<file path="config.mk">
export PLATFORM = sky130hd
export DESIGN_NAME = dct_coef_reorder_quant_flat
export DESIGN_NICKNAME = d
export VERILOG_FILES = /design/src/rtl/dct_coef_reorder_quant_if.sv /design/src/rtl/dct_coef_reorder_quant.sv /design/src/flat_wrapper.sv
export SDC_FILE = /design/constraint.sdc
export NUM_CORES = 1
export LEC_CHECK = 0
export ABC_AREA = 1
export BUFFER_PORTS_ARGS = -buffer_cell sky130_fd_sc_hd__buf_2
export CAP_MARGIN = 20
export CORE_ASPECT_RATIO = 1.75
export CORE_MARGIN = 2
export CORE_UTILIZATION = 35
export DETAILED_ROUTE_END_ITERATION = 7
export GPL_ROUTABILITY_DRIVEN = 0
export PLACE_DENSITY = 0.56
export SYNTH_ARGS = -nofsm -noshare
export SYNTH_HDL_FRONTEND = slang
export SYNTH_SLANG_ARGS = --single-unit
</file>
<file path="constraint.sdc">
create_clock -name clk -period 6.8 [get_ports clk]
set_input_delay 0 -clock clk [delete_from_list [all_inputs] [get_ports clk]]
set_output_delay 0 -clock clk [all_outputs]
set_load 0.01 [all_outputs]
</file>
<file path="src/rtl/dct_coef_reorder_quant_if.sv">
// Coefficient capture side (DCT beats) and quantized natural-order output side of the reorder block.
interface dct_coef_reorder_quant_if #(
    parameter int IN_W  = 24,
    parameter int OUT_W = 12
);
    logic                    in_en;
    logic signed [IN_W-1:0]  in_coef_a;
    logic [3:0]              in_idx_a;
    logic signed [IN_W-1:0]  in_coef_b;
    logic [3:0]              in_idx_b;
    logic                    out_valid;
    logic                    out_ready;
    logic signed [OUT_W-1:0] out_data;
    logic [3:0]              out_idx;
    logic                    out_last;
    logic                    out_sat;
    logic                    err_overrun;
    logic                    err_dup;

    modport master (
        output in_en, in_coef_a, in_idx_a, in_coef_b, in_idx_b, out_ready,
        input  out_valid, out_data, out_idx, out_last, out_sat, err_overrun, err_dup
    );

    modport slave (
        input  in_en, in_coef_a, in_idx_a, in_coef_b, in_idx_b, out_ready,
        output out_valid, out_data, out_idx, out_last, out_sat, err_overrun, err_dup
    );
endinterface

</file>
<file path="src/rtl/dct_coef_reorder_quant.sv">
// Rounds/saturates DCT coefficient pairs into a 16-entry block, drains it in natural order 0..15 (valid 1 cycle after completing beat).
// Input has no backpressure (beats dropped when no buffer is free); output holds under !out_ready. DCT_REORDER_PINGPONG_EN selects two banks.
module dct_coef_reorder_quant #(
    parameter int IN_W  = 24,
    parameter int SHIFT = 8,
    parameter int OUT_W = 12
) (
    input  logic clk,
    input  logic reset,
    dct_coef_reorder_quant_if.slave bus
);
    typedef enum logic {S_FILL, S_DRAIN} state_t;

`ifdef DCT_REORDER_PINGPONG_EN
    localparam int AW = 5;
`else
    localparam int AW = 4;
`endif

    localparam logic signed [IN_W:0] RND  = {{IN_W{1'b0}}, 1'b1} << (SHIFT - 1);
    localparam logic signed [IN_W:0] QMAX = {{(IN_W + 2 - OUT_W){1'b0}}, {(OUT_W - 1){1'b1}}};
    localparam logic signed [IN_W:0] QMIN = {{(IN_W + 2 - OUT_W){1'b1}}, {(OUT_W - 1){1'b0}}};

    // Entry format: {sat, q}
    function automatic logic [OUT_W:0] quant(input logic signed [IN_W-1:0] c);
        logic signed [IN_W:0] sum;
        logic signed [IN_W:0] shr;
        sum = $signed({c[IN_W-1], c}) + RND;
        shr = sum >>> SHIFT;
        if (shr > QMAX)
            quant = {1'b1, QMAX[OUT_W-1:0]};
        else if (shr < QMIN)
            quant = {1'b1, QMIN[OUT_W-1:0]};
        else
            quant = {1'b0, shr[OUT_W-1:0]};
    endfunction

    logic [OUT_W:0]   mem_q [2**AW];
    state_t           state_q;
    logic [15:0]      mask_q;
    logic [3:0]       rd_ptr_q;
    logic             out_valid_q, out_last_q, out_sat_q;
    logic [OUT_W-1:0] out_data_q;
    logic [3:0]       out_idx_q;
    logic             err_overrun_q, err_dup_q;

    logic [OUT_W:0]   qa, qb, first_ent;
    logic [15:0]      mask_d;
    logic [3:0]       ptr_nx;
    logic [AW-1:0]    wa_a, wa_b, ra_first, ra_next;
    logic             wr_ok, complete, dup, hs, start;

`ifdef DCT_REORDER_PINGPONG_EN
    logic fill_q, drain_q, pend_q;

    assign wr_ok    = bus.in_en && !pend_q;
    assign start    = (state_q == S_FILL) && (complete || pend_q);
    assign wa_a     = {fill_q, bus.in_idx_a};
    assign wa_b     = {fill_q, bus.in_idx_b};
    assign ra_first = {fill_q, 4'd0};
    assign ra_next  = {drain_q, ptr_nx};
`else
    assign wr_ok    = bus.in_en && (state_q == S_FILL);
    assign start    = complete;
    assign wa_a     = bus.in_idx_a;
    assign wa_b     = bus.in_idx_b;
    assign ra_first = 4'd0;
    assign ra_next  = ptr_nx;
`endif

    assign qa       = quant(bus.in_coef_a);
    assign qb       = quant(bus.in_coef_b);
    assign mask_d   = mask_q | (16'd1 << bus.in_idx_a) | (16'd1 << bus.in_idx_b);
    assign complete = wr_ok && (&mask_d);
    assign dup      = wr_ok && ((bus.in_idx_a == bus.in_idx_b) ||
                                mask_q[bus.in_idx_a] || mask_q[bus.in_idx_b]);
    assign hs       = out_valid_q && bus.out_ready;
    assign ptr_nx   = rd_ptr_q + 4'd1;

    // Entry 0 may be written by the very beat that completes the block.
    always_comb begin
        first_ent = mem_q[ra_first];
        if (wr_ok && bus.in_idx_a == 4'd0)
            first_ent = qa;
        if (wr_ok && bus.in_idx_b == 4'd0)
            first_ent = qb;
    end

    always_ff @(posedge clk) begin
        if (wr_ok) begin
            mem_q[wa_a] <= qa;
            mem_q[wa_b] <= qb;
        end
    end

    always_ff @(posedge clk) begin
        if (reset) begin
            state_q       <= S_FILL;
            mask_q        <= '0;
            rd_ptr_q      <= '0;
            out_valid_q   <= 1'b0;
            out_data_q    <= '0;
            out_idx_q     <= '0;
            out_last_q    <= 1'b0;
            out_sat_q     <= 1'b0;
            err_overrun_q <= 1'b0;
            err_dup_q     <= 1'b0;
`ifdef DCT_REORDER_PINGPONG_EN
            fill_q        <= 1'b0;
            drain_q       <= 1'b0;
            pend_q        <= 1'b0;
`endif
        end else begin
            if (dup)
                err_dup_q <= 1'b1;
            if (bus.in_en && !wr_ok)
                err_overrun_q <= 1'b1;
            if (wr_ok)
                mask_q <= mask_d;

            if (start) begin
                state_q                  <= S_DRAIN;
                rd_ptr_q                 <= 4'd0;
                out_valid_q              <= 1'b1;
                out_idx_q                <= 4'd0;
                out_last_q               <= 1'b0;
                {out_sat_q, out_data_q}  <= first_ent;
`ifdef DCT_REORDER_PINGPONG_EN
                drain_q                  <= fill_q;
                fill_q                   <= ~fill_q;
                mask_q                   <= '0;
                pend_q                   <= 1'b0;
`endif
            end
`ifdef DCT_REORDER_PINGPONG_EN
            else if (complete)
                pend_q <= 1'b1;
`endif

            if (state_q == S_DRAIN && hs) begin
                if (rd_ptr_q == 4'd15) begin
                    state_q     <= S_FILL;
                    out_valid_q <= 1'b0;
                    out_last_q  <= 1'b0;
`ifndef DCT_REORDER_PINGPONG_EN
                    mask_q      <= '0;
`endif
                end else begin
                    rd_ptr_q                <= ptr_nx;
                    out_idx_q               <= ptr_nx;
                    out_last_q              <= (ptr_nx == 4'd15);
                    {out_sat_q, out_data_q} <= mem_q[ra_next];
                end
            end
        end
    end

    assign bus.out_valid   = out_valid_q;
    assign bus.out_data    = out_data_q;
    assign bus.out_idx     = out_idx_q;
    assign bus.out_last    = out_last_q;
    assign bus.out_sat     = out_sat_q;
    assign bus.err_overrun = err_overrun_q;
    assign bus.err_dup     = err_dup_q;
endmodule
</file>
<file path="src/flat_wrapper.sv">
// flat-port wrapper written by rule: the top's interface ports become plain ports
module dct_coef_reorder_quant_flat 
#(
    parameter int IN_W  = 24,
    parameter int SHIFT = 8,
    parameter int OUT_W = 12
)
  (clk, reset, bus_in_en, bus_in_coef_a, bus_in_idx_a, bus_in_coef_b, bus_in_idx_b, bus_out_ready, bus_out_valid, bus_out_data, bus_out_idx, bus_out_last, bus_out_sat, bus_err_overrun, bus_err_dup);
  dct_coef_reorder_quant_if #(.IN_W(IN_W), .OUT_W(OUT_W)) bus_i ();
  input  logic clk;
  input  logic reset;
  input wire logic [$bits(bus_i.in_en)-1:0] bus_in_en;
  input wire logic [$bits(bus_i.in_coef_a)-1:0] bus_in_coef_a;
  input wire logic [$bits(bus_i.in_idx_a)-1:0] bus_in_idx_a;
  input wire logic [$bits(bus_i.in_coef_b)-1:0] bus_in_coef_b;
  input wire logic [$bits(bus_i.in_idx_b)-1:0] bus_in_idx_b;
  input wire logic [$bits(bus_i.out_ready)-1:0] bus_out_ready;
  output wire logic [$bits(bus_i.out_valid)-1:0] bus_out_valid;
  output wire logic [$bits(bus_i.out_data)-1:0] bus_out_data;
  output wire logic [$bits(bus_i.out_idx)-1:0] bus_out_idx;
  output wire logic [$bits(bus_i.out_last)-1:0] bus_out_last;
  output wire logic [$bits(bus_i.out_sat)-1:0] bus_out_sat;
  output wire logic [$bits(bus_i.err_overrun)-1:0] bus_err_overrun;
  output wire logic [$bits(bus_i.err_dup)-1:0] bus_err_dup;
  assign bus_i.in_en = bus_in_en;
  assign bus_i.in_coef_a = bus_in_coef_a;
  assign bus_i.in_idx_a = bus_in_idx_a;
  assign bus_i.in_coef_b = bus_in_coef_b;
  assign bus_i.in_idx_b = bus_in_idx_b;
  assign bus_i.out_ready = bus_out_ready;
  assign bus_out_valid = bus_i.out_valid;
  assign bus_out_data = bus_i.out_data;
  assign bus_out_idx = bus_i.out_idx;
  assign bus_out_last = bus_i.out_last;
  assign bus_out_sat = bus_i.out_sat;
  assign bus_err_overrun = bus_i.err_overrun;
  assign bus_err_dup = bus_i.err_dup;
  dct_coef_reorder_quant #(.IN_W(IN_W), .SHIFT(SHIFT), .OUT_W(OUT_W)) u_core (.clk(clk), .reset(reset), .bus(bus_i));
endmodule
</file>
==> qor.csv, run 1 <==
metric,value,unit
synth_largest_area_cell,edfxtp_1,
synth_common_cells,"nand2_1, o21ai_0, edfxtp_1",
layout.nets,1828,
dp_slack,3350,ps
initial_core_util,35.21,%
final_area,15510,um^2
crit_buf_inv,4,
firstDrtPassIters,5,
cts_tree,done,
rsz0062_at_grt,no,
setup.worst_path.class,reg2reg,
ys_types,42,
vias,12312,
n_antenna_cell,0,
tns,0,ps
synth_top_area_share,44.56,%
finalPower,3.300,mW
cts-root-buf,clkbuf_16,
endpoint_kind,register,
worstPathMaxFanout,47,
arrival,3960,ps
setup_violations,0,
leakage,5.803,nW
vias_per_cell,5.412,
postSynthCellCount,1750,
ys_ff_latch,250,
io_pins,81,
cts-buffers-inserted,22,
die_x,155.3,um
portBuffers,66,
dp.cells,2230,
met3WireLength,2.202,mm
vdd_drop_max,0.1774,mV
postCtsSetupBuffers,0,
cp_top_family,buffers and inverters,
grt_max_degree,97,
clock.fmax,0.2868,GHz
cts_sinks,250,
syn_avg_cell_area,8.010,um^2
final_cells,2275,
yosysMostFrequentCell,nand2_1,
first_iter_violations,1050,
clock_path_buffers,3,
wl_per_cell,19.93,um
routed_wl,45.34,mm
critPathMaxStageDelay,570,ps
antenna_found_initial,0,
synth_fp_nets,1814,
drcViolationCount,0,
area_delta_synth_final,10.68,%
worstPathCellList,inv_2 > ha_1 > buf_4 > inv_1 > buf_4 > o21ai_0 > o22ai_1 > o21ai_0 > nand2_1 > o21ai_0 > nand2_1 > nand2_1 > a21oi_1,
synth_area_leaders,"edfxtp_1, nand2_1, o21ai_0",
min_path_type,in2reg,
ant_nets,0,
slew_headroom,24.60,%
fin_skew,13.15,ps
wl_met2,25.07,mm
wl_met1,15.86,mm
core,39810,um^2
synthArstFlopShare,0,%
fin_crit,3487,ps
grt_pass1_vias,12030,
post-route-period-util,51.28,%
worst_pin_slew,1123,ps
cap_violations,0,
timing.hold.ws,18.03,ps
hpwl,31.21,mm
required,7270,ps
yosys_warnings,0,
final_core_util,38.97,%
grt_pass1_wl,69.20,mm
cp-start-kind,register,
netlist_area,14020,um^2
status,completed,
track_usage,21.71,%
die-area,41730,um^2
fp-row-count,97,
placed_area,14760,um^2
setup_slack,3313,ps
p_per_area,212.7,nW/um^2
synth_edf_count,208,
drive_above_1_share,10.79,%
synth_flop_cell,edfxtp_1,
finalMaxSlewViolations,0,
slowest_stage,buf_4,
final_hold_viol_count,0,
grt-ovfl-total,0,
clk_latency,540,ps
h-tree-depth,1,
routed.top_layer,met4,
seq_area_frac_synth,50.56,%
clk_pin_slew_worst_paths,70,ps
die_y,268.7,um
final timing paths:
path	startpoint	to	slack (ps)	cells past startpoint
worst max register to register	u_core.rd_ptr_q[0]	u_core.bus.out_data[4]	3310	13
worst min-delay path	bus_in_idx_b[3]	u_core.bus.err_dup	20	5
worst min register to register	u_core.bus.err_dup	u_core.bus.err_dup	450	2
worst max-delay path	u_core.rd_ptr_q[0]	u_core.bus.out_data[4]	3310	13
layer usage:
metal / global-route usage (%) / up-vias
met5: 0 / -
met4: 10.27 / 0
met3: 1.752 / 117
met2: 43.08 / 413
met1: 22.81 / 5802
li1: - / 5980
kinds of logic after synthesis:
logic type	share of synthesized area, %
adder cells (fa/ha/maj)	0.3571
flip-flops	50.56
buffers and inverters	7.203
AO/OA/AOI/OAI	18.20
AND/OR/NAND/NOR	22.43
XOR/XNOR	1.250
cells in the final DEF (no fill, tap or decap), drive strengths merged, types with 2 or more instances in the layout:
cell,synthesis,routed
a21oi,53,53
a221oi,3,3
buf,32,100
clkbuf,83,30
clkinv,3,9
dfxtp,42,42
dlygate4sd3,0,5
edfxtp,208,208
ha,4,4
inv,132,134
nand2,474,474
nand3,75,75
nand4,14,14
nor2,190,190
nor4,2,2
o211ai,5,5
o21ai,336,336
o221ai,41,41
o22ai,20,20
o311ai,2,2
or2,5,5
xnor2,11,11
xor2,9,9
tightest hold or removal path, stage by stage:
cell and delay, ps:
buf_2 150, o211ai_1 100, nand3_1 70, o21ai_0 70, a21oi_1 110
power by group:
part / internal [mW] / switching [mW] / total (mW)
sequential: 1.71 / 0.00964 / 1.72
combinational: 0.0820 / 0.224 / 0.306
clock: 0.677 / 0.602 / 1.28
total: 2.46 / 0.836 / 3.30
flip-flops by register name, summed over array words and instances, names as in the netlist:
name and cells:
u_core.mask_q 16, u_core.mem_q 208, u_core.bus.out_idx 4, u_core.bus.err_overrun 1, u_core.state_q 1, u_core.bus.out_sat 1
u_core.bus.out_last 1, u_core.bus.err_dup 1, u_core.rd_ptr_q 4, u_core.bus.out_valid 1, u_core.bus.out_data 12
final cells by class:
type                            instances  area, um^2
Timing Repair Buffer                  105       635.6
Fill cell                            4107       24290
Clock inverter                         10       96.34
Multi-Input combinational cell       1250        5957
Tap cell                              495       619.3
Inverter                              135       508.0
Sequential cell                       250        7088
Clock buffer                           30       610.6
timing repair:
action                                 CTS  global route
hold buffers                             5             0
gates resized for setup                  0             0
endpoints found under the hold margin   11             0
Note: power is estimated with default switching activity, not from simulation.
==> run 2: changes to the inputs <==
PLACE_DENSITY = 0.58   (was 0.56)
clock period = 2.95 ns   (was 6.8 ns; I/O delays follow)
==> qor.csv, run 2 (synthesis gave the netlist of run 1 again) <==
metric,value,unit
worst_pin_slew,684.3,ps
regMostFlops,u_core.mem_q,
placed_area,15010,um^2
endpoint_kind,register,
required,3380,ps
core,39810,um^2
clk_latency,540,ps
fin_skew,15.21,ps
largest_reg_flops,208,
worstPathMaxFanout,19,
drive_above_1_share,11.56,%
tns,0,ps
die-area,41730,um^2
track_usage,21.40,%
leakage,5.984,nW
layout.nets,1857,
io_pins,81,
grt_pass1_vias,12258,
wl_per_cell,19.31,um
area_delta_synth_final,12.51,%
n_antenna_cell,0,
clock_path_buffers,3,
layout_commonest_cell,nand2_1,
fin_crit,2788,ps
postCtsHoldBufs,4,
drcViolationCount,0,
arrival,3220,ps
antenna_found_initial,0,
vdd_drop_max,0.3665,mV
layout_common_cells,"nand2_1, o21ai_0, edfxtp_1",
cp-start-kind,register,
grt-ovfl-total,0,
grt_max_degree,106,
post-route-period-util,94.49,%
fp-row-count,97,
postCtsSetupBuffers,0,
cts-root-buf,clkbuf_16,
cap_violations,0,
routed_wl,44.46,mm
setup.worst_path.class,reg2reg,
hpwl,31.49,mm
cts-buffers-inserted,22,
min_path_type,in2reg,
slew_headroom,54.38,%
clk_pin_slew_worst_paths,70,ps
rsz0062_at_grt,no,
multi_input_area,5931,um^2
fillers,4080,
clock.fmax,0.3587,GHz
initial_core_util,35.21,%
vias_per_cell,5.382,
vias,12395,
firstDrtPassIters,6,
final_hold_viol_count,0,
regArea,7088,um^2
ant_nets,0,
timing.hold.ws,32.17,ps
ctsResizeCount,0,
p_per_area,488.7,nW/um^2
cts_tree,done,
status,completed,
portBuffers,66,
die_y,268.7,um
die_x,155.3,um
final_area,15770,um^2
finalMaxSlewViolations,0,
first_iter_violations,1110,
setup_violations,0,
cts_sinks,250,
grt_pass1_wl,68.32,mm
h-tree-depth,1,
## run 2: critical path, stage by stage, from the launching register on
cell and delay (ps):
dfxtp_1 350, inv_1 110, nand2_1 220, inv_1 280, nand3_4 160, nand2_4 100
o21ai_1 90, nor4_4 310, inv_2 250, nand3_1 140, a21oi_1 60, dlygate4sd3_1 580
## run 2: worst paths after layout
check             slack [ps]             endpoint               start  cells after the start
setup reg to reg         160  u_core.bus.out_last      u_core.state_q                     11
hold reg to reg          460   u_core.bus.err_dup  u_core.bus.err_dup                      2
hold / removal            30   u_core.mem_q[0][3]   bus_in_coef_a[11]                      7
setup / recovery         160  u_core.bus.out_last      u_core.state_q                     11
## run 2: final cells by class
type / instances / share of cell area (%)
inverters: 135 / 3.221
repair buffers: 134 / 5.712
multi-input cells: 1250 / 37.61
clock buffers: 30 / 4.007
clock inverters: 9 / 0.5792
well taps: 495 / 3.927
flip-flops and latches: 250 / 44.95
## run 2: layer usage
metal  global-route usage (%)  wire length, um  vias to the layer above
met4                    12.70             2730                        0
met3                    1.800             1867                      135
met5                        0                0                        -
met2                    42.15            24300                      416
met1                    21.62            15560                     5802
li1                         -                -                     6042
## run 2: power breakdown
group | switching [mW] | internal [mW]
Sequential | 0.0225 | 3.93
Clock | 1.36 | 1.67
Combinational | 0.514 | 0.208
Total | 1.89 | 5.81
## run 2: per-stage QoR
step / utilization (%) / worst slack [ps] / power [mW] / std cells
floorplan: - / 414.6 / 4.482 / 1750
global placement: 37.70 / 530.5 / 4.725 / 2260
detailed placement: 37.70 / 447.9 / 4.747 / 2260
CTS: 39.62 / 219.9 / 7.717 / 2303
global route: 39.62 / 34.80 / 7.935 / 2303
finish: 39.62 / 162.5 / 7.708 / 2303
==> run 3: changes to the inputs <==
PLACE_DENSITY = 0.56   (was 0.58)
clock period = 3.1 ns   (was 2.95 ns; I/O delays follow)
==> qor.csv, run 3 (synthesis gave the netlist of run 1 again) <==
metric,value,unit
status,completed,
final_area,15700,um^2
final_hold_viol_count,0,
die-area,41730,um^2
p_sw,1.768,mW
reg2reg_from,u_core.rd_ptr_q[0],
cts-buffers-inserted,22,
cp-start-kind,register,
min_path_cells,6,
slew_headroom,54.09,%
p_per_area,460.7,nW/um^2
clock.fmax,0.4150,GHz
antenna_found_initial,0,
postCtsSetupBuffers,0,
intPower,5.465,mW
layout_common_cells,"nand2_1, o21ai_0, edfxtp_1",
vias,12397,
leakage,5.921,nW
worstPathCellList,inv_2 > ha_1 > inv_1 > buf_4 > o21ai_0 > o221ai_1 > nand3_1 > nand3_1 > nand2_1 > a21oi_1,
cap_violations,0,
finalMaxSlewViolations,0,
die_x,155.3,um
vias_per_cell,5.402,
whs_endpoint,u_core.mem_q[0][0],
routed_wl,44.50,mm
dp.cells,2251,
power_frac_seq,52.0,%
tns,0,ps
core,39810,um^2
cts_sinks,250,
fillers,4086,
n_antenna_cell,0,
area_delta_synth_final,12.00,%
rsz0062_at_grt,no,
ant_nets,0,
layout.nets,1848,
final_cells,2295,
ctsResizeCount,0,
arrival,2870,ps
hpwl,31.40,mm
fin_crit,2410,ps
drcViolationCount,0,
clk_latency,530,ps
setup.worst_path.class,reg2reg,
portBuffers,66,
fp-row-count,97,
crit_top_cell,nand3_1,
endpoint_kind,register,
finalPower,7.233,mW
required,3560,ps
comb_power_share,9.4,%
regMostFlops,u_core.mem_q,
grt_pass1_wl,68.51,mm
clock_path_buffers,3,
placed_area,14950,um^2
cp_top_family,compound AO/OA/AOI/OAI gates,
track_usage,21.25,%
final_core_util,39.44,%
cts-root-buf,clkbuf_16,
io_pins,81,
firstDrtPassIters,6,
first_iter_violations,994,
rrSetupSlack,690,ps
initial_core_util,35.21,%
switching_share,24.45,%
cts_tree,done,
grt_max_degree,106,
die_y,268.7,um
critPathMaxStageDelay,390,ps
p_clk_share,38.5,%
drive_above_1_share,11.00,%
vdd_drop_max,0.2994,mV
slowest_stage,dfxtp_2,
largest_reg_flops,208,
ff2ff_path_depth,10,
worstPathMaxFanout,33,
h-tree-depth,1,
post-route-period-util,77.73,%
grt_pass1_vias,12249,
fin_skew,17.63,ps
min_path_type,in2reg,
min_from,bus_in_coef_a[8],
r2r-end,u_core.bus.out_data[6],
crit_buf_inv,3,
layout_commonest_cell,nand2_1,
worst_pin_slew,687.8,ps
wl_per_cell,19.39,um
clk_pin_slew_worst_paths,70,ps
grt-ovfl-total,0,
setup_violations,0,
run 3: worst max path at each step:
| stage | startpoint | end | cells after the start |
|---|---|---|---|
| 2_1_floorplan | u_core.rd_ptr_q[0] | u_core.bus.out_data[3] | 15 |
| 3_3_place_gp | bus_in_coef_a[7] | u_core.mem_q[8][4] | 13 |
| 3_5_place_dp | bus_in_coef_a[7] | u_core.mem_q[9][4] | 13 |
| 4_1_cts | u_core.rd_ptr_q[0] | u_core.bus.out_data[6] | 10 |
| 5_1_grt | u_core.rd_ptr_q[0] | u_core.bus.out_data[6] | 10 |
| 6_report | u_core.rd_ptr_q[0] | u_core.bus.out_data[6] | 10 |
run 3: stage by stage:
| stage | hold slack [ps] | setup slack (ps) |
|---|---|---|
| after global placement | 285.0 | 507.4 |
| after CTS | 11.93 | 687.9 |
| after global routing | 80.19 | 589.1 |
| final | 22.32 | 690.4 |
| after floorplan | 69.07 | 564.6 |
| after detailed placement | 275.1 | 497.7 |
run 3: worst min-delay path, stage by stage:
cell and delay, ps:
buf_2 90, ha_1 110, nand2_1 50, nand2_1 70, nand2_1 70, nand2_1 60
run 3: area by class of cell:
cell class | count | area (um^2) | share of cell area (%)
multi-input cells | 1250 | 5931 | 37.78
flip-flops and latches | 250 | 7088 | 45.15
well taps | 495 | 619.3 | 3.945
clock inverters | 12 | 112.6 | 0.7173
clock buffers | 28 | 594.3 | 3.786
inverters | 135 | 508.0 | 3.236
repair buffers | 125 | 845.8 | 5.388
run 3: what timing repair did:
action	CTS	global route
endpoints found under the setup margin	0	0
hold buffers	4	0
endpoints found under the hold margin	11	0
run 3: power groups by stage:
stage                     Combinational [mW]  Sequential, mW  Clock, mW
final                                  0.681            3.76       2.79
after global routing                   0.763            3.77       2.93
after CTS                              0.679            3.76       2.83
after detailed placement               0.674            3.84          0
after global placement                 0.657            3.84          0
after floorplan                        0.433            3.83          0
run 3: layer usage:
layer  GRT usage (%)  vias to the layer above  share of wire, %
li1                -                     6021                 -
met1           21.63                     5877                36
met2           42.69                      379                56
met3           2.025                      120               3.8
met4           10.19                        0               4.5
met5               0                        -                 0
